`src/rtl/draw_rect_pkg.sv`:
```
// Shared definitions for the draw_rect rectangle controllers: position width,
// default geometry and the controller state encoding.
package draw_rect_pkg;

    localparam int POS_W = 12;

    localparam int SCREEN_WIDTH_DEF  = 800;
    localparam int SCREEN_HEIGHT_DEF = 600;
    localparam int RECT_WIDTH_DEF    = 48;
    localparam int RECT_HEIGHT_DEF   = 64;

    localparam logic [1:0] ST_IDLE = 2'd0;
    localparam logic [1:0] ST_HOLD = 2'd1;
    localparam logic [1:0] ST_FALL = 2'd2;
    localparam logic [1:0] ST_REST = 2'd3;

    typedef logic [POS_W-1:0] pos_t;

endpackage

```
`src/rtl/draw_rect_tick.sv`:
```
// Physics tick generator: counts 0..TICK_DIV-1 while enabled and pulses tick
// on the last count; clr forces the count back to zero.
module draw_rect_tick #(
    parameter int TICK_DIV = 65000
) (
    input  logic pclk,
    input  logic rst_n,
    input  logic en,
    input  logic clr,
    output logic tick
);

    localparam int CNT_W = (TICK_DIV > 2) ? $clog2(TICK_DIV) : 1;
    localparam logic [CNT_W-1:0] CNT_LAST = CNT_W'(TICK_DIV - 1);

    logic [CNT_W-1:0] cnt;

    assign tick = en && !clr && (cnt == CNT_LAST);

    always_ff @(posedge pclk or negedge rst_n) begin
        if (!rst_n) begin
            cnt <= '0;
        end else if (clr) begin
            cnt <= '0;
        end else if (en) begin
            cnt <= (cnt == CNT_LAST) ? '0 : cnt + 1'b1;
        end
    end

endmodule

```
`src/rtl/draw_rect_phys_ctl.sv`:
```
// Rectangle position controller: follows the mouse while held, then falls under
// fixed-point gravity with optional lossy floor bounce, and rests until grabbed.
module draw_rect_phys_ctl
    import draw_rect_pkg::*;
#(
    parameter int SCREEN_WIDTH   = SCREEN_WIDTH_DEF,
    parameter int SCREEN_HEIGHT  = SCREEN_HEIGHT_DEF,
    parameter int RECT_WIDTH     = RECT_WIDTH_DEF,
    parameter int RECT_HEIGHT    = RECT_HEIGHT_DEF,
    parameter int FRAC_BITS      = 4,
    parameter int TICK_DIV       = 65000,
    parameter int GRAVITY        = 16,
    parameter int VMAX           = 1024,
    parameter int BOUNCE_EN      = 1,
    parameter int BOUNCE_SHIFT   = 1,
    parameter int MIN_BOUNCE_VEL = 32
) (
    input  logic             pclk,
    input  logic             rst_n,
    input  logic             mouse_left,
    input  logic [POS_W-1:0] mouse_xpos,
    input  logic [POS_W-1:0] mouse_ypos,
    output logic [POS_W-1:0] xpos,
    output logic [POS_W-1:0] ypos,
    output logic [1:0]       state,
    output logic             landed,
    output logic             bounced
);

    localparam int XMAX  = SCREEN_WIDTH - RECT_WIDTH;
    localparam int FLOOR = SCREEN_HEIGHT - RECT_HEIGHT;
    // Fixed-point y plus a sign bit and one guard bit for the y + v sum.
    localparam int YW    = POS_W + FRAC_BITS + 2;

    localparam pos_t XMAX_P = POS_W'(XMAX);
    localparam pos_t FLOOR_P = POS_W'(FLOOR);
    localparam logic signed [YW-1:0] FLOOR_FP = YW'(FLOOR * (2 ** FRAC_BITS));
    localparam logic signed [YW-1:0] GRAV_S   = YW'(GRAVITY);
    localparam logic signed [YW-1:0] VMAX_S   = YW'(VMAX);
    localparam logic signed [YW-1:0] MINB_S   = YW'(MIN_BOUNCE_VEL);

    function automatic logic signed [YW-1:0] sat_vmax(input logic signed [YW-1:0] v);
        return (v > VMAX_S) ? VMAX_S : v;
    endfunction

    function automatic logic signed [YW-1:0] bounce_vel(input logic signed [YW-1:0] v);
        return -(v - (v >>> BOUNCE_SHIFT));
    endfunction

    pos_t cx, cy;
    logic signed [YW-1:0] y_fp, vel;
    logic signed [YW-1:0] vn, yn, y_nx, v_nx;
    logic hit_floor, do_bounce, tick, tick_clr;

    assign cx = (mouse_xpos > XMAX_P) ? XMAX_P : mouse_xpos;
    assign cy = (mouse_ypos > FLOOR_P) ? FLOOR_P : mouse_ypos;

    // A grab during FALL clears the counter and suppresses the tick in the same cycle.
    assign tick_clr = (state != ST_FALL) || mouse_left;

    draw_rect_tick #(
        .TICK_DIV (TICK_DIV)
    ) u_tick (
        .pclk  (pclk),
        .rst_n (rst_n),
        .en    (state == ST_FALL),
        .clr   (tick_clr),
        .tick  (tick)
    );

    always_comb begin
        vn        = sat_vmax(vel + GRAV_S);
        yn        = y_fp + vn;
        hit_floor = (yn >= FLOOR_FP);
        do_bounce = hit_floor && (BOUNCE_EN != 0) && (vn > MINB_S);
        y_nx      = yn;
        v_nx      = vn;
        if (hit_floor) begin
            y_nx = FLOOR_FP;
            v_nx = do_bounce ? bounce_vel(vn) : '0;
        end else if (yn < 0) begin
            y_nx = '0;
            v_nx = '0;
        end
    end

    always_ff @(posedge pclk or negedge rst_n) begin
        if (!rst_n) begin
            state   <= ST_IDLE;
            xpos    <= '0;
            ypos    <= '0;
            y_fp    <= '0;
            vel     <= '0;
            landed  <= 1'b0;
            bounced <= 1'b0;
        end else begin
            landed  <= 1'b0;
            bounced <= 1'b0;
            case (state)
                ST_IDLE: begin
                    xpos <= cx;
                    ypos <= cy;
                    vel  <= '0;
                    if (mouse_left) state <= ST_HOLD;
                end
                ST_HOLD: begin
                    vel <= '0;
                    if (mouse_left) begin
                        xpos <= cx;
                        ypos <= cy;
                    end else begin
                        state <= ST_FALL;
                        y_fp  <= {2'b00, ypos, {FRAC_BITS{1'b0}}};
                    end
                end
                ST_FALL: begin
                    if (mouse_left) begin
                        state <= ST_HOLD;
                        vel   <= '0;
                    end else if (tick) begin
                        y_fp <= y_nx;
                        vel  <= v_nx;
                        ypos <= y_nx[FRAC_BITS +: POS_W];
                        if (do_bounce) begin
                            bounced <= 1'b1;
                        end else if (hit_floor) begin
                            landed <= 1'b1;
                            state  <= ST_REST;
                        end
                    end
                end
                ST_REST: begin
                    if (mouse_left) state <= ST_HOLD;
                end
                default: state <= ST_IDLE;
            endcase
        end
    end

endmodule

```
`config.mk`:
```
export PLATFORM = sky130hd
export DESIGN_NAME = draw_rect_phys_ctl
export DESIGN_NICKNAME = d
export VERILOG_FILES = /design/src/rtl/draw_rect_pkg.sv /design/src/rtl/draw_rect_tick.sv /design/src/rtl/draw_rect_phys_ctl.sv
export SDC_FILE = /design/constraint.sdc
export NUM_CORES = 1
export LEC_CHECK = 0
export BUFFER_PORTS_ARGS = -buffer_cell sky130_fd_sc_hd__buf_4
export CAP_MARGIN = 20
export CORE_MARGIN = 10
export CORE_UTILIZATION = 40
export DETAILED_ROUTE_END_ITERATION = 7
export PLACE_DENSITY = 0.65
export SETUP_SLACK_MARGIN = 0.02
export SKIP_CTS_REPAIR_TIMING = 1
export SYNTH_ARGS = -nofsm -noshare
export SYNTH_HDL_FRONTEND = slang
export SYNTH_SLANG_ARGS = --single-unit
```
`constraint.sdc`:
```
create_clock -name pclk -period 9.75 [get_ports pclk]
set_clock_uncertainty 0.15 [all_clocks]
set_input_delay 0.4875 -clock pclk [delete_from_list [all_inputs] [get_ports pclk]]
set_output_delay 0.4875 -clock pclk [all_outputs]
set_load 0.02 [all_outputs]
```
==> results of run 1 <==
cells in the mapped netlist, drive strengths merged (10+ instances only):
master | n | area (um2)
nand2b | 13 | 81.33
nand3 | 30 | 150.1
a21oi | 35 | 197.7
nor2b | 15 | 93.84
xnor2 | 21 | 183.9
and2 | 13 | 82.58
nand2 | 64 | 240.2
nor3 | 11 | 60.06
ha | 53 | 663.1
o21ai | 51 | 262.8
a22o | 10 | 87.58
nor2 | 62 | 235.2
xor2 | 26 | 227.7
buf | 10 | 75.07
inv | 37 | 138.9
a32oi | 19 | 166.4
dfrtp | 79 | 1977
clkbuf | 20 | 77.57
cells by family after synthesis:
logic type	count (synthesis)
buffers and inverters	68
xor gates and xnor gates	47
adders and majority gates	55
DFF	79
and+or+nand+nor	257
AOI/OAI and AO/OA	193
muxes	9
stage by stage:
step | instance area, um2 | hold WS (ns) | instances | utilization [%]
finish | 7002 | 0.2016 | 941 | 46.23
global route | 7002 | 0.1995 | 941 | 46.23
CTS | 6964 | 0.1939 | 938 | 45.98
detailed placement | 6650 | 0.3259 | 922 | 43.91
global placement | 6650 | 0.3195 | 922 | 43.91
floorplan | 6147 | 0.04191 | 708 | -
routing by layer:
| metal | vias to the layer above | track usage [%] | share of wire (%) |
|---|---|---|---|
| met1 | 2632 | 20.13 | 45 |
| met3 | 19 | 4.125 | 7.0 |
| met2 | 179 | 24.59 | 46 |
| met5 | - | 0 | 0 |
| li1 | 2648 | - | - |
| met4 | 0 | 5.696 | 1.6 |
sequential cells by signal, summed over array words and instances, names as in the netlist:
signal and count:
y_fp 17, u_tick.cnt 16, landed 1, ypos 12, state 2, vel 18
xpos 12, bounced 1
final timing paths:
check,from,endpoint,depth (start not counted)
min,mouse_xpos[4],xpos[4],2
max in group asynchronous,rst_n,y_fp[9],3
min in group asynchronous,rst_n,u_tick.cnt[0],2
min reg2reg,u_tick.cnt[0],u_tick.cnt[0],1
max,vel[4],vel[16],19
max reg2reg,vel[4],vel[16],19
power breakdown:
part	switching, uW	internal [uW]	leakage [uW]	total (uW)
sequential	47.6	387	0.00105	435
clock	150	209	0.000152	359
combinational	419	218	0.00196	637
layout make-up:
cell class,count,area (um2),area share (%)
Timing Repair Buffer,59,457.9,6.540
Tap cell,188,235.2,3.360
Multi-Input combinational cell,561,3875,55.34
Sequential cell,79,1977,28.23
Clock inverter,6,75.07,1.072
Clock buffer,10,239.0,3.413
Inverter,38,142.6,2.037
==> results.md, run 1 <==
- The largest individual stage delay along the critical path comes from the cell sky130_fd_sc_hd__nor3_2.
- Data on the critical path arrives at its endpoint at 6.36 ns.
- The DRC violations left is 0.
- Traced cell by cell, the critical path runs through ha_1 -> nand2_1 -> or3_1 -> a21oi_1 -> a22oi_1 -> a221o_1 -> and2_1 -> or2_2 -> ha_1 -> nand4_1 -> or2_2 -> o221ai_2 -> o21ai_0 -> a21bo_2 -> nand2b_1 -> ha_1 -> nor3_2 -> nand3_1 -> o31ai_1.
- The area enclosed by the die boundary is 20,730 um2.
- The analysis attributes to cell leakage a power of 0.003162 uW.
- The maximum number of pins on one net before global-route repair is 80.
- The setup slack of the critical path after layout is 3.490 ns.
- The final global-route overflow total is 0.
- The number of buffers on the longest clock path is 2.
- The maximum resistive drop on vdd is 0.1397 mV.
- The max-cap violation count is 0.
- The count of flip-flops with a built-in enable after synthesis is 0.
- Timing would allow up to 159.8 MHz.
- The placeable core area is 15,150 um2.
- Synthesis inferred 79 register bits.
- The worst setup path is launched from a flop.
- The commonest non-fill, non-tap cell in the layout is sky130_fd_sc_hd__dfrtp_1.
- Setup repair after global routing left no endpoint under its margin.
- The power density over the cells is 204.4 nW/um2.
- The root buffer cell is sky130_fd_sc_hd__clkbuf_16.
- The async set-or-reset flop fraction in the synthesized netlist is 100.0%.
- Of the total synthesized cell area, the portion taken by full adders, half adders and majority gates is 11.44%.
- Of all nets on the critical path, the largest fanout is 16.
- In the routed layout, each cell is associated on average with a via count of 5.821.
- Summing the areas of all compound-gate instances in the mapped netlist gives 22.47% of the synthesized area.
- The critical path contains buffers and inverters numbering 0 combined.
- The starting utilization of the core area is 40.59%.
- The share of the clock period used by the worst path is 64.20%.
- The number of pins exceeding their max-slew limit in the final report was 0.
- After synthesis, flip-flops and latches occupy 32.16% of the total area.
- The sum of net half-perimeters after detailed placement is 12.38 mm.
- The sum of routed wire length over all layers is 15.98 mm.
- When the netlist entered floorplanning its net count stood at 790.
- The number of antenna repair diodes is 0.
- The count of nets left with antenna violations once routing finished came out at 0.
- The global-route usage over all layers is 15.64%.
- The first global-routing pass estimated 26.41 mm of wire.
- The required arrival time at the worst endpoint is 9.85 ns.
- The average wire per cell in the routed design is 16.98 um.
- The highest cell delay on the worst timing path is 0.65 ns.
- The detailed router finished its first iteration with 420 violations.
- Clock-pin slew was measured on the worst setup and hold paths at 0.07 ns.
- The worst min-delay path class is in2reg.
- Of the total synthesized cell area, the portion taken by AND, OR, NAND and NOR gates is 20.92%.
- The final count of hold timing violations came to 0.
- CTS saw 79 sinks.
- The number of buffers added on ports is 54.
- The initial antenna violation count was 0.
- The dominant synthesized flop cell is sky130_fd_sc_hd__dfrtp_1.
- The remaining max-slew budget at the tightest pin is 26.29%.
- The die is 144.0 um wide.
- The final period demand of the worst path is 6.260 ns.
- TritonCTS built the clock tree.
- The global placer's final weighted congestion is 0.9237.
- For this run, the number of Yosys warnings is 0.
- Counting distinct cell types in the post-synthesis netlist gives 78.
- For this block, the via count after detailed routing is 5,478.
- The multiplexer fraction of the synthesized cell area is 1.506%.
- On the critical path the largest part of the delay comes from simple AND/OR/NAND/NOR gates.
- A synthesized cell averages 8.682 um2.
- At the end of the flow, the number of nets in the layout was 830.
- The overall power of the completed layout is 1431 uW.
- In the final layout, the share of cells above drive strength 1 is 12.88%.
- The run finished with clean final reports.
- The worst-case setup slack after placement is 3.606 ns.
- The critical path in this run is classified as reg2reg.
- STA classifies the critical path endpoint as a flop.
- After floorplanning, the core was divided into 45 placement rows.
- Setup violations remaining at the end of the flow were counted as 0.
- The xor and xnor area share after synthesis is 6.697%.
- After synthesis, the largest family of logic cells by area is compound AO/OA/AOI/OAI gates.
- The number of H-tree levels is 3.
- The number of clock buffers added by TritonCTS is 9.
- For this run, the detailed router's first-pass iteration total came to 5.
- The count of fill cells added during filler insertion is 1,428.
- The library cells used most frequently in the layout, excluding fill and tap cells, are sky130_fd_sc_hd__dfrtp_1, sky130_fd_sc_hd__nand2_1, sky130_fd_sc_hd__nor2_1.
- The count of boundary I/O pins is 55.
- The worst reg-to-reg setup slack is 3.49 ns.
- For the worst-skew pair, the clock arrives at the later sink with an insertion delay of 0.35 ns.
- The cell that appears most often on the critical path is sky130_fd_sc_hd__ha_1.
- The via count of the first global-routing pass was 5,329.
- The number of standard cells after synthesis is 708.
- The synthesized area is 6147 um2.
- The transition at the pin with the smallest max-transition slack is 1.106 ns.
- The area growth from synthesis to layout is 13.90%.
- The die span in y is 144.0 um.
- The setup TNS after final layout is 0 ns.
No activity file was read; power rests on OpenSTA's default activity.
==> inputs of run 2 (changes only) <==
- PLACE_DENSITY: 0.65 -> 0.68
- clock period: 9.75 -> 5.6 ns (I/O delays scaled with it)
==> run 2 against run 1 <==
  * Maximum frequency grew 20%
  * Final area rose by 2.6%
  * Register-to-register slack worse by 3.1 ns
  * Critical endpoint is now vel[17]
  * Die area is the same
  * Via count down 0.24%
  * Total power grew 76%
  * Critical path depth up 1
  * Global-route usage grew 0.13 points
  * Core utilization is 1.2 points higher
  * Clock-buffer cell count grew 1
  * Cell count up 2.4%
  * First-iteration DRC count is 13% lower
==> results.md, run 2 (same netlist as run 1, synthesis figures left out) <==
- The switching share of power is 42.60% (-0.48 points).
- The required arrival time at the worst endpoint is 5.72 ns (-4.13 ns).
- The switching power total was 1074 uW (+74%).
- The total area of multi-input combinational cells came to 3899 um2 (+0.61%).
- The number of pins exceeding their max-slew limit in the final report is 0 (unchanged).
- The most flop-heavy register is vel.
- The most frequent cell on the critical path is sky130_fd_sc_hd__nand3_1.
- The count of fill cells added during filler insertion was 1,424 (-0.28%).
- The setup TNS after final layout is 0 ns (unchanged).
- The die span in y is 144.0 um (unchanged).
- The kind of cell with the highest combined delay along the critical path is simple AND/OR/NAND/NOR gates.
- The number of H-tree levels is 3 (unchanged).
- The commonest non-fill, non-tap cell in the layout is sky130_fd_sc_hd__buf_4.
- The maximum number of pins on one net before global-route repair is 80 (unchanged).
- The nature of the critical path endpoint is a flop.
- The min-delay analysis places its worst path in the category in2reg.
- The number of buffers on the longest clock path is 2 (unchanged).
- The final count of hold timing violations is 0 (unchanged).
- The DRC violations left is 0 (unchanged).
- The clock network power share was 23.9% (-1.2 points).
- The number of routed nets with antenna violations is 0 (unchanged).
- The layout net count is 853 (+2.8%).
- The share of the clock period used by the worst path is 93.40% (+29 points).
- The flip-flop and latch area came to 1979 um2 (+0.13%).
- The setup violation total in the final timing report is 0 (unchanged).
- The endpoint arrival time on the critical path is 5.35 ns (-1.01 ns).
- The combined buffer and inverter count along the critical path is 1 (+1).
- In the layout the commonest cells are sky130_fd_sc_hd__buf_4, sky130_fd_sc_hd__dfrtp_1, sky130_fd_sc_hd__nand2_1.
- The count of boundary I/O pins was 55 (unchanged).
- The transition at the pin with the smallest max-transition slack is 0.7900 ns (-0.3156 ns).
- The count of placed standard cells in the final layout, fillers left out is 964 (+2.4%).
- The global placer's final weighted congestion is 0.9124 (-1.2%).
- The power density over the cells came to 350.9 nW/um2 (+72%).
- The placeable core area is 15,150 um2 (unchanged).
- The standby leakage power came to 0.003266 uW (+3.3%).
- The remaining max-slew budget at the tightest pin is 47.20% (+21 points).
- For this design, the slowest cell found on the critical path is sky130_fd_sc_hd__or4b_1.
- The via count of the first global-routing pass is 5,258 (-1.3%).
- The highest cell delay on the worst timing path came to 0.50 ns (-0.15 ns).
- The global-route usage over all layers was 15.77% (+0.13 points).
- The number of placed instances, taps included was 946 (+2.6%).
- The number of buffers added on ports is 54 (unchanged).
- CTS placed an instance of sky130_fd_sc_hd__clkbuf_16 at the clock tree root.
- The critical path is of the reg2reg type.
- The worst-case setup slack after placement was 0.1322 ns (-3.474 ns).
- The iteration count of the initial detailed-routing pass is 5 (unchanged).
- In the final layout, the registers with the most flip-flops are vel x18, y_fp x17, u_tick.cnt x16.
- The average wire per cell in the routed design came to 16.84 um (-0.83%).
- The flow ran to the end, and the final reports show no timing, DRC or antenna violations.
- The max-cap violation count is 0 (unchanged).
- The initial antenna violation count is 0 (unchanged).
- The site row count is 45 (unchanged).
- The TritonCTS clock tree is yes.
- Traced cell by cell, the critical path runs through nand3_1 -> nor2_1 -> buf_4 -> nand3_1 -> a221o_1 -> and2_4 -> or2_2 -> ha_1 -> nand4_1 -> or2_2 -> o221ai_2 -> o21ai_0 -> a21bo_2 -> nand2b_1 -> ha_1 -> nand2b_1 -> nor3_2 -> nand2_1 -> or4b_1 -> nand3_1.
- The core utilization of the finished layout is 47.44% (+1.2 points).
- The largest fanout on the critical path is 14 (-2).
- The number of flip-flops under the largest register name is 18 (unchanged).
- The maximum resistive drop on vdd was 0.3212 mV (+130%).
- The detailed-route vias per instance is 5.669 (-2.6%).
- The clock insertion delay at the later pin of the skew report is 0.34 ns (about the same).
- The number of sinks on the clock net is 79 (unchanged).
- Setup repair after global routing left no endpoint under its margin.
- The final hold slack is 0.007172 ns (-0.1945 ns).
- The sum of net half-perimeters after detailed placement is 12.29 mm (-0.74%).
- The area enclosed by the die boundary is 20,730 um2 (unchanged).
- The final period demand of the worst path is 5.230 ns (-1.029 ns).
- The sum of routed wire length over all layers is 16.23 mm (+1.6%).
- Relative to the synthesized area, the layout overhead comes to 16.89%.
- The starting utilization of the core area was 40.59% (unchanged).
- The overall via count from detail_route is 5,465 (-0.24%).
- The number of buffers added by the clock tree synthesis step is 9 (unchanged).
- The number of DRC markers after the initial detailed-route iteration came to 364 (-13%).
- The share of total power in sequential cells is 30.0% (-0.4 points).
- The top achievable clock speed is 191.2 MHz (+20%).
- The final global-route overflow total was 0 (unchanged).
- The fraction of final layout cells with drive strength greater than 1 was 16.49% (+3.6 points).
- The clock transition time at the flip-flop clock pins of the worst setup and hold paths is 0.06 ns (about the same).
- The internal power summed over all cells is 1447 uW (+78%).
- The setup slack of the critical path after layout is 0.3695 ns (-3.121 ns).
- The die span in x is 144.0 um (unchanged).
- The number of antenna repair diodes is 0 (unchanged).
- The first-pass GRT wire length is 26.46 mm (+0.21%).
- The nature of the critical path startpoint is a flop.
- The combinational share of power is 46.1% (+1.6 points).
## run 2: changes by cell type in the layout (fill, tap and decap cells not counted), moves of 2 or more
cell,change
sky130_fd_sc_hd__buf_4,+23
sky130_fd_sc_hd__clkinv_2,+2
sky130_fd_sc_hd__and2_1,-2
sky130_fd_sc_hd__dfrtp_1,-2
sky130_fd_sc_hd__dfrtp_2,+2
## run 2: metal layers
layer / vias up / track usage, % / wire length (um)
li1: 2694 / - / -
met1: 2591 / 21.38 / 7892
met2: 161 / 23.79 / 7059
met3: 19 / 4.092 / 1028
met4: 0 / 5.159 / 250
met5: - / 0 / 0
## run 2: path summary, 6_finish.rpt
| check | slack, ns | cells past startpoint | from | to |
|---|---|---|---|---|
| hold / removal | 0.007 | 2 | mouse_xpos[5] | xpos[5] |
| max in group asynchronous | 4.40 | 3 | rst_n | vel[8] |
| min in group asynchronous | 0.29 | 2 | rst_n | xpos[6] |
| setup / recovery | 0.37 | 20 | vel[6] | vel[17] |
| setup reg to reg | 0.37 | 20 | vel[6] | vel[17] |
| hold reg to reg | 0.34 | 2 | y_fp[12] | y_fp[12] |
## run 2: worst reg2reg max path: stages, from the launching register on
cell                       delay [ns]
sky130_fd_sc_hd__dfrtp_1         0.49
sky130_fd_sc_hd__nand3_1         0.19
sky130_fd_sc_hd__nor2_1          0.30
sky130_fd_sc_hd__buf_4           0.18
sky130_fd_sc_hd__nand3_1         0.08
sky130_fd_sc_hd__a221o_1         0.37
sky130_fd_sc_hd__and2_4          0.23
sky130_fd_sc_hd__or2_2           0.34
sky130_fd_sc_hd__ha_1            0.38
sky130_fd_sc_hd__nand4_1         0.13
sky130_fd_sc_hd__or2_2           0.32
sky130_fd_sc_hd__o221ai_2        0.18
sky130_fd_sc_hd__o21ai_0         0.12
sky130_fd_sc_hd__a21bo_2         0.22
sky130_fd_sc_hd__nand2b_1        0.07
sky130_fd_sc_hd__ha_1            0.29
sky130_fd_sc_hd__nand2b_1        0.21
sky130_fd_sc_hd__nor3_2          0.23
sky130_fd_sc_hd__nand2_1         0.08
sky130_fd_sc_hd__or4b_1          0.50
sky130_fd_sc_hd__nand3_1         0.09
## run 2: power groups by stage
stage	Sequential, uW	Clock [uW]	Combinational (uW)
finish	757	603	1160
global route	770	643	1270
CTS	757	611	1150
detailed placement	763	0	1130
global placement	763	0	1130
floorplan	821	0	749
## run 2: per-stage QoR
stage	area, um2	power [uW]
finish	7186	2521
global route	7186	2682
CTS	7129	2514
detailed placement	6830	1898
global placement	6830	1891
floorplan	6147	1571
## run 2: cell type report
type | instances | share of cell area (%)
Inverter | 38 | 1.985
Sequential cell | 79 | 27.55
Clock buffer | 11 | 3.378
Tap cell | 188 | 3.274
Multi-Input combinational cell | 561 | 54.26
Clock inverter | 5 | 0.7836
Timing Repair Buffer | 82 | 8.776
==> inputs of run 3 (changes only) <==
--- a/config.mk
+++ b/config.mk
@@ -12,2 +12,3 @@
 export DETAILED_ROUTE_END_ITERATION = 7
+export GPL_TIMING_DRIVEN = 0
 export PLACE_DENSITY = 0.68
@@ -18 +19,2 @@
 export SYNTH_SLANG_ARGS = --single-unit
+export TNS_END_PERCENT = 50
==> constraint.sdc (replaced) <==
create_clock -name pclk -period 5.6 [get_ports pclk]
set_clock_uncertainty 0.15 [all_clocks]
set_input_delay 1.12 -clock pclk [delete_from_list [all_inputs] [get_ports pclk]]
set_output_delay 1.12 -clock pclk [all_outputs]
set_load 0.02 [all_outputs]
==> run 3 against run 2 <==
  * Register-to-register slack worse by 0.13 ns
  * Global-route usage is 0.32 points lower
  * Critical endpoint unchanged
  * Sequential power hardly changed
  * Highest routed layer unchanged
  * First-iteration DRC count is 16% lower
  * Combinational power is 6% higher
  * Cell count is 0.83% higher
  * Largest cell class unchanged
  * Clock power is 3.8% higher
  * Final area is 2.3% higher
  * Worst setup slack worse by 0.13 ns
  * Critical path depth is 1 higher
  * Wire length is 2.1% lower
==> results.md, run 3 (same netlist as run 1, synthesis figures left out) <==
- The number of buffers on the longest clock path is 2 (unchanged).
- The largest fanout on the critical path came to 6 (-8).
- The number of H-tree levels is 3 (unchanged).
- The number of routed nets with antenna violations is 0 (unchanged).
- The dominant delay contributor by cell family on the critical path is simple AND/OR/NAND/NOR gates.
- The clock transition time at the flip-flop clock pins of the worst setup and hold paths came to 0.07 ns (about the same).
- The placeable core area is 15,150 um2 (unchanged).
- The core utilization of the finished layout is 48.55% (+1.1 points).
- STA classifies the critical path startpoint as a flop.
- The maximum number of pins on one net before global-route repair is 80 (unchanged).
- The via count of the first global-routing pass was 5,314 (+1.1%).
- The die span in x came to 144.0 um (unchanged).
- The count of boundary I/O pins is 55 (unchanged).
- The root buffer cell is sky130_fd_sc_hd__clkbuf_16.
- The combined buffer and inverter count along the critical path is 0 (-1).
- The detailed-route vias per instance is 5.665 (about the same).
- The sum of routed wire length over all layers is 15.89 mm (-2.1%).
- vel holds more flip-flops than any other register.
- The number of DRC markers after the initial detailed-route iteration is 307 (-16%).
- The final hold slack is 0.3400 ns (+0.3328 ns).
- The area enclosed by the die boundary came to 20,730 um2 (unchanged).
- The die span in y was 144.0 um (unchanged).
- The worst min-delay path class is reg2reg.
- The number of sinks on the clock net is 79 (unchanged).
- The required arrival time at the worst endpoint was 5.74 ns (+0.02 ns).
- The transition at the pin with the smallest max-transition slack is 0.8729 ns (+0.08292 ns).
- The TritonCTS clock tree is yes.
- The DRC violations left came to 0 (unchanged).
- The initial antenna violation count came to 0 (unchanged).
- In the layout the commonest cells are sky130_fd_sc_hd__dfrtp_1, sky130_fd_sc_hd__nand2_1, sky130_fd_sc_hd__buf_4.
- The highest cell delay on the worst timing path came to 0.51 ns (about the same).
- The flow ran to the end, and the final reports show no timing, DRC or antenna violations.
- The number of pins exceeding their max-slew limit in the final report is 0 (unchanged).
- The sum of net half-perimeters after detailed placement is 12.05 mm (-1.9%).
- The setup TNS after final layout is 0 ns (unchanged).
- The type of the worst setup path is reg2reg.
- The maximum resistive drop on vdd came to 0.2833 mV (-12%).
- Setup repair after global routing left no endpoint under its margin.
- The worst setup path is captured at a flop.
- The first-pass GRT wire length came to 26.05 mm (-1.5%).
- The share of the clock period used by the worst path is 95.71% (+2.3 points).
- The global placer's final weighted congestion is 0.8462 (-7.3%).
- The endpoint arrival time on the critical path is 5.50 ns (+0.15 ns).
- The power density over the cells is 355.5 nW/um2 (+1.3%).
- The average wire per cell in the routed design is 16.34 um (-2.9%).
- The setup violation total in the final timing report came to 0 (unchanged).
- The overall via count from detail_route is 5,506 (+0.75%).
- The number of flip-flops under the largest register name is 18 (unchanged).
- The final period demand of the worst path is 5.360 ns (+0.1291 ns).
- The layout net count is 861 (+0.94%).
- The standby leakage power is 0.003257 uW (-0.27%).
- The worst reg-to-reg setup slack is 0.24 ns (-0.13 ns).
- The starting utilization of the core area came to 40.59% (unchanged).
- The global-route usage over all layers is 15.45% (-0.32 points).
- The count of fill cells added during filler insertion was 1,403 (-1.5%).
- The max-cap violation count is 0 (unchanged).
- The area added between synthesis and finish is 19.62%.
- The final global-route overflow total is 0 (unchanged).
- The number of buffers added by the clock tree synthesis step is 9 (unchanged).
- Walking the worst path, the cells encountered are ha_2 -> nand2_1 -> or3_4 -> a21oi_1 -> a22oi_1 -> a221o_1 -> and2_2 -> or2_2 -> ha_4 -> nand4_1 -> or2_2 -> o221ai_2 -> o21ai_1 -> a21bo_2 -> nand2b_1 -> ha_4 -> nand2b_2 -> nor3_4 -> nand2_1 -> or4b_1 -> nand3_1.
- The clock insertion delay at the later pin of the skew report was 0.35 ns (about the same).
- The top achievable clock speed was 186.6 MHz (-2.4%).
- The overall power of the completed layout was 2614 uW (+3.7%).
- The iteration count of the initial detailed-routing pass is 7 (+2).
- The fraction of final layout cells with drive strength greater than 1 was 18.49% (+2.0 points).
- The count of placed standard cells in the final layout, fillers left out is 972 (+0.83%).
- The commonest non-fill, non-tap cell in the layout is sky130_fd_sc_hd__dfrtp_1.
- The slowest stage of the critical path belongs to the cell sky130_fd_sc_hd__or4b_1.
- The largest registers in the layout are vel x18, y_fp x17, u_tick.cnt x16.
- The site row count was 45 (unchanged).
- The number of buffers added on ports came to 53 (-1.9%).
- The number of placed instances, taps included is 950 (+0.42%).
- The remaining max-slew budget at the tightest pin is 41.66% (-5.5 points).
- The final count of hold timing violations is 0 (unchanged).
- The number of antenna repair diodes is 0 (unchanged).
[run 3: layout make-up]
type                            instances  area [um2]  area share, %
Tap cell                              188       235.2          3.199
Clock inverter                          6       76.32          1.038
Timing Repair Buffer                   62       483.0          6.568
Clock buffer                           10       239.0          3.250
Multi-Input combinational cell        561        4039          54.93
Buffer                                 28       157.7          2.144
Inverter                               38       142.6          1.940
Sequential cell                        79        1981          26.94
[run 3: final timing paths]
check,to,cells past startpoint,start
setup / recovery,vel[17],21,vel[5]
hold / removal,y_fp[14],2,y_fp[14]
setup reg to reg,vel[17],21,vel[5]
hold reg to reg,y_fp[14],2,y_fp[14]
max in group asynchronous,vel[4],2,rst_n
min in group asynchronous,u_tick.cnt[0],1,rst_n
[run 3: per-layer routing]
metal	GRT usage, %	wire (um)
met2	24.10	7169
met1	20.42	7560
met5	0	0
met4	3.869	162
met3	4.488	992
[run 3: power breakdown]
| group | switching, uW | leakage [uW] | internal (uW) |
|---|---|---|---|
| combinational | 770 | 0.00206 | 464 |
| clock | 261 | 0.000155 | 365 |
| sequential | 81.8 | 0.00104 | 673 |
| total | 1110 | 0.00326 | 1500 |
[run 3: worst register-to-register path, cell delays in order, from the launching register on]
cell and delay (ns):
sky130_fd_sc_hd__dfrtp_2 0.41, sky130_fd_sc_hd__ha_2 0.23, sky130_fd_sc_hd__nand2_1 0.10, sky130_fd_sc_hd__or3_4 0.36
sky130_fd_sc_hd__a21oi_1 0.13, sky130_fd_sc_hd__a22oi_1 0.10, sky130_fd_sc_hd__a221o_1 0.32, sky130_fd_sc_hd__and2_2 0.26
sky130_fd_sc_hd__or2_2 0.38, sky130_fd_sc_hd__ha_4 0.33, sky130_fd_sc_hd__nand4_1 0.18, sky130_fd_sc_hd__or2_2 0.35
sky130_fd_sc_hd__o221ai_2 0.20, sky130_fd_sc_hd__o21ai_1 0.10, sky130_fd_sc_hd__a21bo_2 0.22, sky130_fd_sc_hd__nand2b_1 0.12
sky130_fd_sc_hd__ha_4 0.25, sky130_fd_sc_hd__nand2b_2 0.24, sky130_fd_sc_hd__nor3_4 0.20, sky130_fd_sc_hd__nand2_1 0.09
sky130_fd_sc_hd__or4b_1 0.51, sky130_fd_sc_hd__nand3_1 0.09
[run 3: metrics by stage]
stage,worst slack [ns],cell area [um2]
4_1_cts,-0.4805,7101
2_1_floorplan,0.5023,6147
6_report,0.2405,7353
3_5_place_dp,-0.4438,6785
3_3_place_gp,-0.4465,6780
5_1_grt,0.03557,7353
